### src/rtl/regfile_pkg.sv
// Shared types and defaults for the scoreboarded register file.
// Optional same-cycle write forwarding: REGFILE_BYPASS_EN.
package regfile_pkg;

  typedef enum logic {
    RF_IDLE,
    RF_SWEEP
  } rf_state_e;

  localparam int RF_DATA_W   = 8;
  localparam int RF_NUM_REGS = 32;
  localparam int RF_NUM_RD   = 2;

endpackage

### src/rtl/regfile_read_port.sv
// One combinational read port: mux, x0 handling, ready bit.
// With REGFILE_BYPASS_EN the writeback value is forwarded same cycle.
module regfile_read_port #(
  parameter int DATA_W   = 8,
  parameter int NUM_REGS = 32,
  parameter int AW       = $clog2(NUM_REGS)
) (
  input  logic                       busy,
  input  logic [NUM_REGS*DATA_W-1:0] mem_flat,
  input  logic [NUM_REGS-1:0]        pend,
  input  logic                       we,
  input  logic [AW-1:0]              waddr,
  input  logic [DATA_W-1:0]          wdata,
  input  logic [AW-1:0]              raddr,
  output logic [DATA_W-1:0]          rdata,
  output logic                       rrdy
);

  logic hit;
  logic sel_busy;
  logic sel_zero;
  logic sel_fwd;

`ifdef REGFILE_BYPASS_EN
  assign hit = we && (raddr == waddr);
`else
  logic unused_byp;
  assign hit        = 1'b0;
  assign unused_byp = ^{we, waddr, wdata};
`endif

  assign sel_busy = busy;
  assign sel_zero = !busy && (raddr == '0);
  assign sel_fwd  = !busy && (raddr != '0) && hit;

  // select data/ready source for this port
  always_comb begin
    rdata = '0;
    rrdy  = 1'b0;
    unique case (1'b1)
      sel_busy: begin
        rdata = '0;
        rrdy  = 1'b0;
      end
      sel_zero: begin
        rdata = '0;
        rrdy  = 1'b1;
      end
      sel_fwd: begin
        rdata = wdata;
        rrdy  = 1'b1;
      end
      default: begin
        rdata = mem_flat[int'(raddr)*DATA_W +: DATA_W];
        rrdy  = !pend[raddr];
      end
    endcase
  end

endmodule

### src/rtl/scoreboard_register_file.sv
// Register file with per-register pending bits and a clear sweep.
// Optional same-cycle write forwarding: REGFILE_BYPASS_EN.
module scoreboard_register_file
  import regfile_pkg::*;
#(
  parameter int DATA_W   = RF_DATA_W,
  parameter int NUM_REGS = RF_NUM_REGS,
  parameter int NUM_RD   = RF_NUM_RD,
  localparam int AW      = $clog2(NUM_REGS)
) (
  input  logic                     clk,
  input  logic                     reset,
  input  logic                     clear_req,
  output logic                     busy,
  input  logic                     we,
  input  logic [AW-1:0]            waddr,
  input  logic [DATA_W-1:0]        wdata,
  input  logic                     pend_set,
  input  logic [AW-1:0]            pend_addr,
  input  logic [NUM_RD*AW-1:0]     raddr,
  output logic [NUM_RD*DATA_W-1:0] rdata,
  output logic [NUM_RD-1:0]        rrdy
);

  localparam logic [AW-1:0] LAST = AW'(NUM_REGS - 1);
  localparam logic [AW-1:0] ONE  = AW'(1);

  rf_state_e state, state_nxt;
  logic [AW-1:0] cnt, cnt_nxt;

  logic [DATA_W-1:0]          mem [NUM_REGS];
  logic [NUM_REGS*DATA_W-1:0] mem_flat;
  logic [NUM_REGS-1:0]        pend;

  assign busy = (state == RF_SWEEP);

  // sweep FSM state and counter
  always_ff @(posedge clk) begin
    if (reset) begin
      state <= RF_SWEEP;
      cnt   <= ONE;
    end else begin
      state <= state_nxt;
      cnt   <= cnt_nxt;
    end
  end

  // sweep next state: restart on clear, leave after last entry
  always_comb begin
    state_nxt = state;
    cnt_nxt   = cnt;
    unique case (state)
      RF_IDLE: begin
        if (clear_req) begin
          state_nxt = RF_SWEEP;
          cnt_nxt   = ONE;
        end
      end
      RF_SWEEP: begin
        if (clear_req) begin
          cnt_nxt = ONE;
        end else if (cnt == LAST) begin
          state_nxt = RF_IDLE;
        end else begin
          cnt_nxt = cnt + ONE;
        end
      end
      default: begin
        state_nxt = RF_IDLE;
        cnt_nxt   = ONE;
      end
    endcase
  end

  // storage: sweep zeroes one entry per cycle, else writeback
  always_ff @(posedge clk) begin
    if (busy) begin
      mem[cnt] <= '0;
    end else if (!reset && we && (waddr != '0)) begin
      mem[waddr] <= wdata;
    end
  end

  // scoreboard: write clears, issue sets; issue wins on collision
  always_ff @(posedge clk) begin
    if (reset) begin
      pend <= '0;
    end else if (!busy) begin
      if (we && (waddr != '0)) begin
        pend[waddr] <= 1'b0;
      end
      if (pend_set && (pend_addr != '0)) begin
        pend[pend_addr] <= 1'b1;
      end
    end
  end

  // flatten array for the read ports; x0 is forced to zero
  always_comb begin
    mem_flat = '0;
    for (int i = 1; i < NUM_REGS; i++) begin
      mem_flat[i*DATA_W +: DATA_W] = mem[i];
    end
  end

  for (genvar k = 0; k < NUM_RD; k++) begin : g_rd
    regfile_read_port #(
      .DATA_W  (DATA_W),
      .NUM_REGS(NUM_REGS),
      .AW      (AW)
    ) u_port (
      .busy    (busy),
      .mem_flat(mem_flat),
      .pend    (pend),
      .we      (we),
      .waddr   (waddr),
      .wdata   (wdata),
      .raddr   (raddr[k*AW +: AW]),
      .rdata   (rdata[k*DATA_W +: DATA_W]),
      .rrdy    (rrdy[k])
    );
  end

endmodule

### config.mk
export PLATFORM = sky130hd
export DESIGN_NAME = scoreboard_register_file
export DESIGN_NICKNAME = d
export VERILOG_FILES = /design/src/rtl/regfile_pkg.sv /design/src/rtl/regfile_read_port.sv /design/src/rtl/scoreboard_register_file.sv
export SDC_FILE = /design/constraint.sdc
export NUM_CORES = 1
export LEC_CHECK = 0
export ABC_CLOCK_PERIOD_IN_PS = 2800
export CAP_MARGIN = 20
export CORE_AREA = 5 5 161 163
export CTS_CLUSTER_SIZE = 28
export DETAILED_ROUTE_END_ITERATION = 8
export DIE_AREA = 0 0 166 168
export GPL_TIMING_DRIVEN = 0
export HOLD_SLACK_MARGIN = 0.03
export PLACE_DENSITY = 0.78
export SLEW_MARGIN = 20
export SYNTH_ARGS = -nofsm -noshare
export SYNTH_HDL_FRONTEND = slang
export SYNTH_SLANG_ARGS = --single-unit
export TNS_END_PERCENT = 20
### constraint.sdc
create_clock -name clk -period 2.8 [get_ports clk]
set_input_delay 0.28 -clock clk [delete_from_list [all_inputs] [get_ports clk]]
set_output_delay 0.28 -clock clk [all_outputs]
set_load 0.02 [all_outputs]
==> flow_summary.toml <==
[logic_synthesis]
syn_nets = 959
synthArstFlopShare = 0
synth_area_per_cell_um2 = 15.51
yosysSeqAreaShare = 0.5712
postSynthCellCount = 924
synth.area.top_cells = "edfxtp_1, mux4_2, dfxtp_1, mux2_2, o21ai_0"
synth_top_area_share = 0.5196
synth-edff-count = 248
synth_cell_types = 59
synthFlopType = "edfxtp_1"
synth-seq-cells = 285
yosys.area.top_type = "edfxtp_1"
yosys_warnings = 0
syn_area_um2 = 14330

[power]
p_per_area_nw_per_um2 = 541.0
ir_worst_vdd_mv = 0.3479
power_leakage_nw = 5.024
total_power_mw = 8.830
seqPwrFrac = 0.520
p_clk_frac = 0.400
p_int_mw = 6.848
p_sw_mw = 1.982
pwr-share-comb = 0.080
switching_share = 0.2245

[global_route]
grt_pass1_vias = 9572
grt_start_max_net_pins = 32
antenna_found_initial = 0
grt_usage = 0.2932
gr-total-overflow = 0
grt_pass1_wl_mm = 60.94

[layout]
area_delta_synth_final_pct = 13.86
diodes = 0
finish.utilization = 0.6751
final_area_um2 = 16320
nets = 1035
nFillCells = 1610
drive_gt1_frac = 0.2902

[drt]
routed_wl_mm = 41.39
drt_iter0_drc = 1329
drt_pass1_iterations = 6
vias = 9754
antenna_left = 0
viasPerCell = 7.257
wire_per_inst_um = 30.79
drc = 0

[critical_path]
crit_path_cell_trace = "buf_2 -> clkdlybuf4s18_2 -> mux4_2 -> mux2i_1 -> o22ai_2 -> a221o_1 -> dlygate4sd2_1"
slowest_stage = "clkdlybuf4s18_2"
critPathLaunchType = "input pin"
crit_type = "in -> out"
path_buf_inv = 3
max_stage_delay_ns = 0.55
cp.required_ns = 2.52
crit_path_end_kind = "output pin"
critPathTopFamily = "buffers and inverters"
cp_data_arrival_time_ns = 2.55
worst-path-max-fanout = 10

[clock_network]
cts_root_buf = "clkbuf_16"
numCtsBuffers = 28
postCtsHoldBufs = 0
numClockSinks = 285
clock_latency_ns = 0.55
path_clk_slew_ns = 0.06
htree_levels = 1
clk_path_buf_depth = 3
cts_tree = "done"

[placement]
dp_hpwl_mm = 28.71
io_buffers = 43
place_ws_ns = -0.9654
routabilityCongestion = 0.9825
place_area_um2 = 15270

[hold_path]
min-delay-path-class = "in -> reg"

[floorplanning]
die-height_um = 168
die_x_um = 166
rows = 57
start_util = 0.5929
ios = 52
die_area_um2 = 27890
fp.coreArea_um2 = 24180

[job]
maxCapViolCount = 0

[sta]
setup_viol = 1
hold_viol = 0
slew_violations = 0
fin_hold_ws_ns = 0.2354
slew_headroom = 0.2319
grt_setup_unrepaired = "false"
layout_setup_ws_ns = -0.02643
tightest_slew_ns = 1.152
fmax_mhz = 353.8
min_period_ns = 2.826
period_share = 1.009
skew_ns = 0.01707

[outcome]
violations = "negative setup slack"
status = "finished with violations"
## state kept, by name (all words and copies together) (netlist names)
register  cells
busy          1
cnt           5
mem         248
pend         31
## worst paths after layout
kind | start | to | slack (ns) | depth (start not counted)
setup / recovery | raddr[1] | rdata[0] | -0.03 | 7
hold reg to reg | pend[25] | pend[25] | 0.51 | 2
setup reg to reg | busy | mem[24][6] | 0.13 | 4
hold / removal | pend_set | pend[3] | 0.24 | 3
## per-stage QoR
| step | setup TNS, ns | instances |
|---|---|---|
| finish | -0.02643 | 1344 |
| global route | 0 | 1344 |
| CTS | 0 | 1342 |
| detailed placement | -61.31 | 1292 |
| global placement | -91.83 | 1291 |
| floorplan | 0 | 924 |
## synth_stat cells, types with 3 or more instances
cell	count
a221o_1	12
dfxtp_1	37
or3_1	18
o21ai_0	66
nand4_1	6
nor2_1	16
a211oi_1	4
a21oi_1	14
a31oi_1	3
buf_4	12
edfxtp_1	248
buf_2	15
mux2i_1	31
nor3_1	12
and2_1	8
or2_2	5
inv_1	6
mux4_2	126
o22a_1	3
nand3_1	18
a32o_1	4
nand3b_1	6
clkbuf_1	29
a22oi_1	11
nand2_1	41
nand2b_1	9
nor3b_1	3
a221oi_1	6
nor2b_1	36
buf_6	4
buf_1	12
mux2_2	30
and3b_1	3
o22ai_1	35
## layout make-up
class / instances / area [um2] / share of cell area
multi-input combinational: 561 / 5972 / 0.3659
clock buffer: 37 / 755.7 / 0.04630
timing repair buffer: 47 / 434.2 / 0.02660
inverter: 6 / 22.52 / 0.001380
clock inverter: 13 / 80.08 / 0.004906
sequential: 285 / 8189 / 0.5018
tap: 324 / 405.4 / 0.02484
buffer: 71 / 461.7 / 0.02829
## cell families (layout without fill, tap and decap cells)
| kind of cell | after synthesis | after routing | synth area share |
|---|---|---|---|
| AO/OA/AOI/OAI | 174 | 174 | 0.07856 |
| XOR/XNOR | 3 | 3 | 0.001833 |
| adder cells (fa/ha/maj) | 2 | 2 | 0.001746 |
| buffers and inverters | 78 | 174 | 0.02697 |
| flip-flops | 285 | 285 | 0.5712 |
| multiplexers | 187 | 187 | 0.2432 |
| AND/OR/NAND/NOR | 195 | 195 | 0.07647 |
## power groups by stage
stage | logic (mW) | registers (mW) | clock network [mW]
final | 0.704 | 4.59 | 3.54
after global routing | 0.735 | 4.59 | 3.69
after CTS | 0.688 | 4.59 | 3.51
after detailed placement | 0.664 | 4.68 | 0
after global placement | 0.652 | 4.68 | 0
after floorplan | 0.442 | 4.68 | 0
## what timing repair did
action / in CTS / in global routing
hold endpoints to repair: 0 / 0
setup endpoints to repair: 102 / 10
cloned: 0 / 0
buffers inserted: 1 / 0
resized for setup: 91 / 3
pin swaps: 2 / 0
## tightest hold or removal path, cell delays in order
cell      delay (ns)
clkbuf_1        0.20
nand4_1         0.18
a21oi_1         0.07
## cells in the final DEF (no fill, tap or decap), drive strengths merged, types with 31 or more instances in the layout
| cell | Yosys | routed |
|---|---|---|
| buf | 43 | 45 |
| clkbuf | 29 | 67 |
| dfxtp | 37 | 37 |
| edfxtp | 248 | 248 |
| mux2i | 31 | 31 |
| mux4 | 126 | 126 |
| nand2 | 41 | 41 |
| nor2b | 36 | 36 |
| o21ai | 67 | 67 |
| o22ai | 35 | 35 |
## layer usage
layer | wire length [um] | share of wire | global-route usage
met1 | 14650 | 0.35 | 0.3962
met2 | 19250 | 0.46 | 0.4672
met3 | 5318 | 0.13 | 0.06213
met4 | 2171 | 0.052 | 0.1302
met5 | 0 | 0 | 0
No activity file was read; power rests on OpenSTA's default activity.
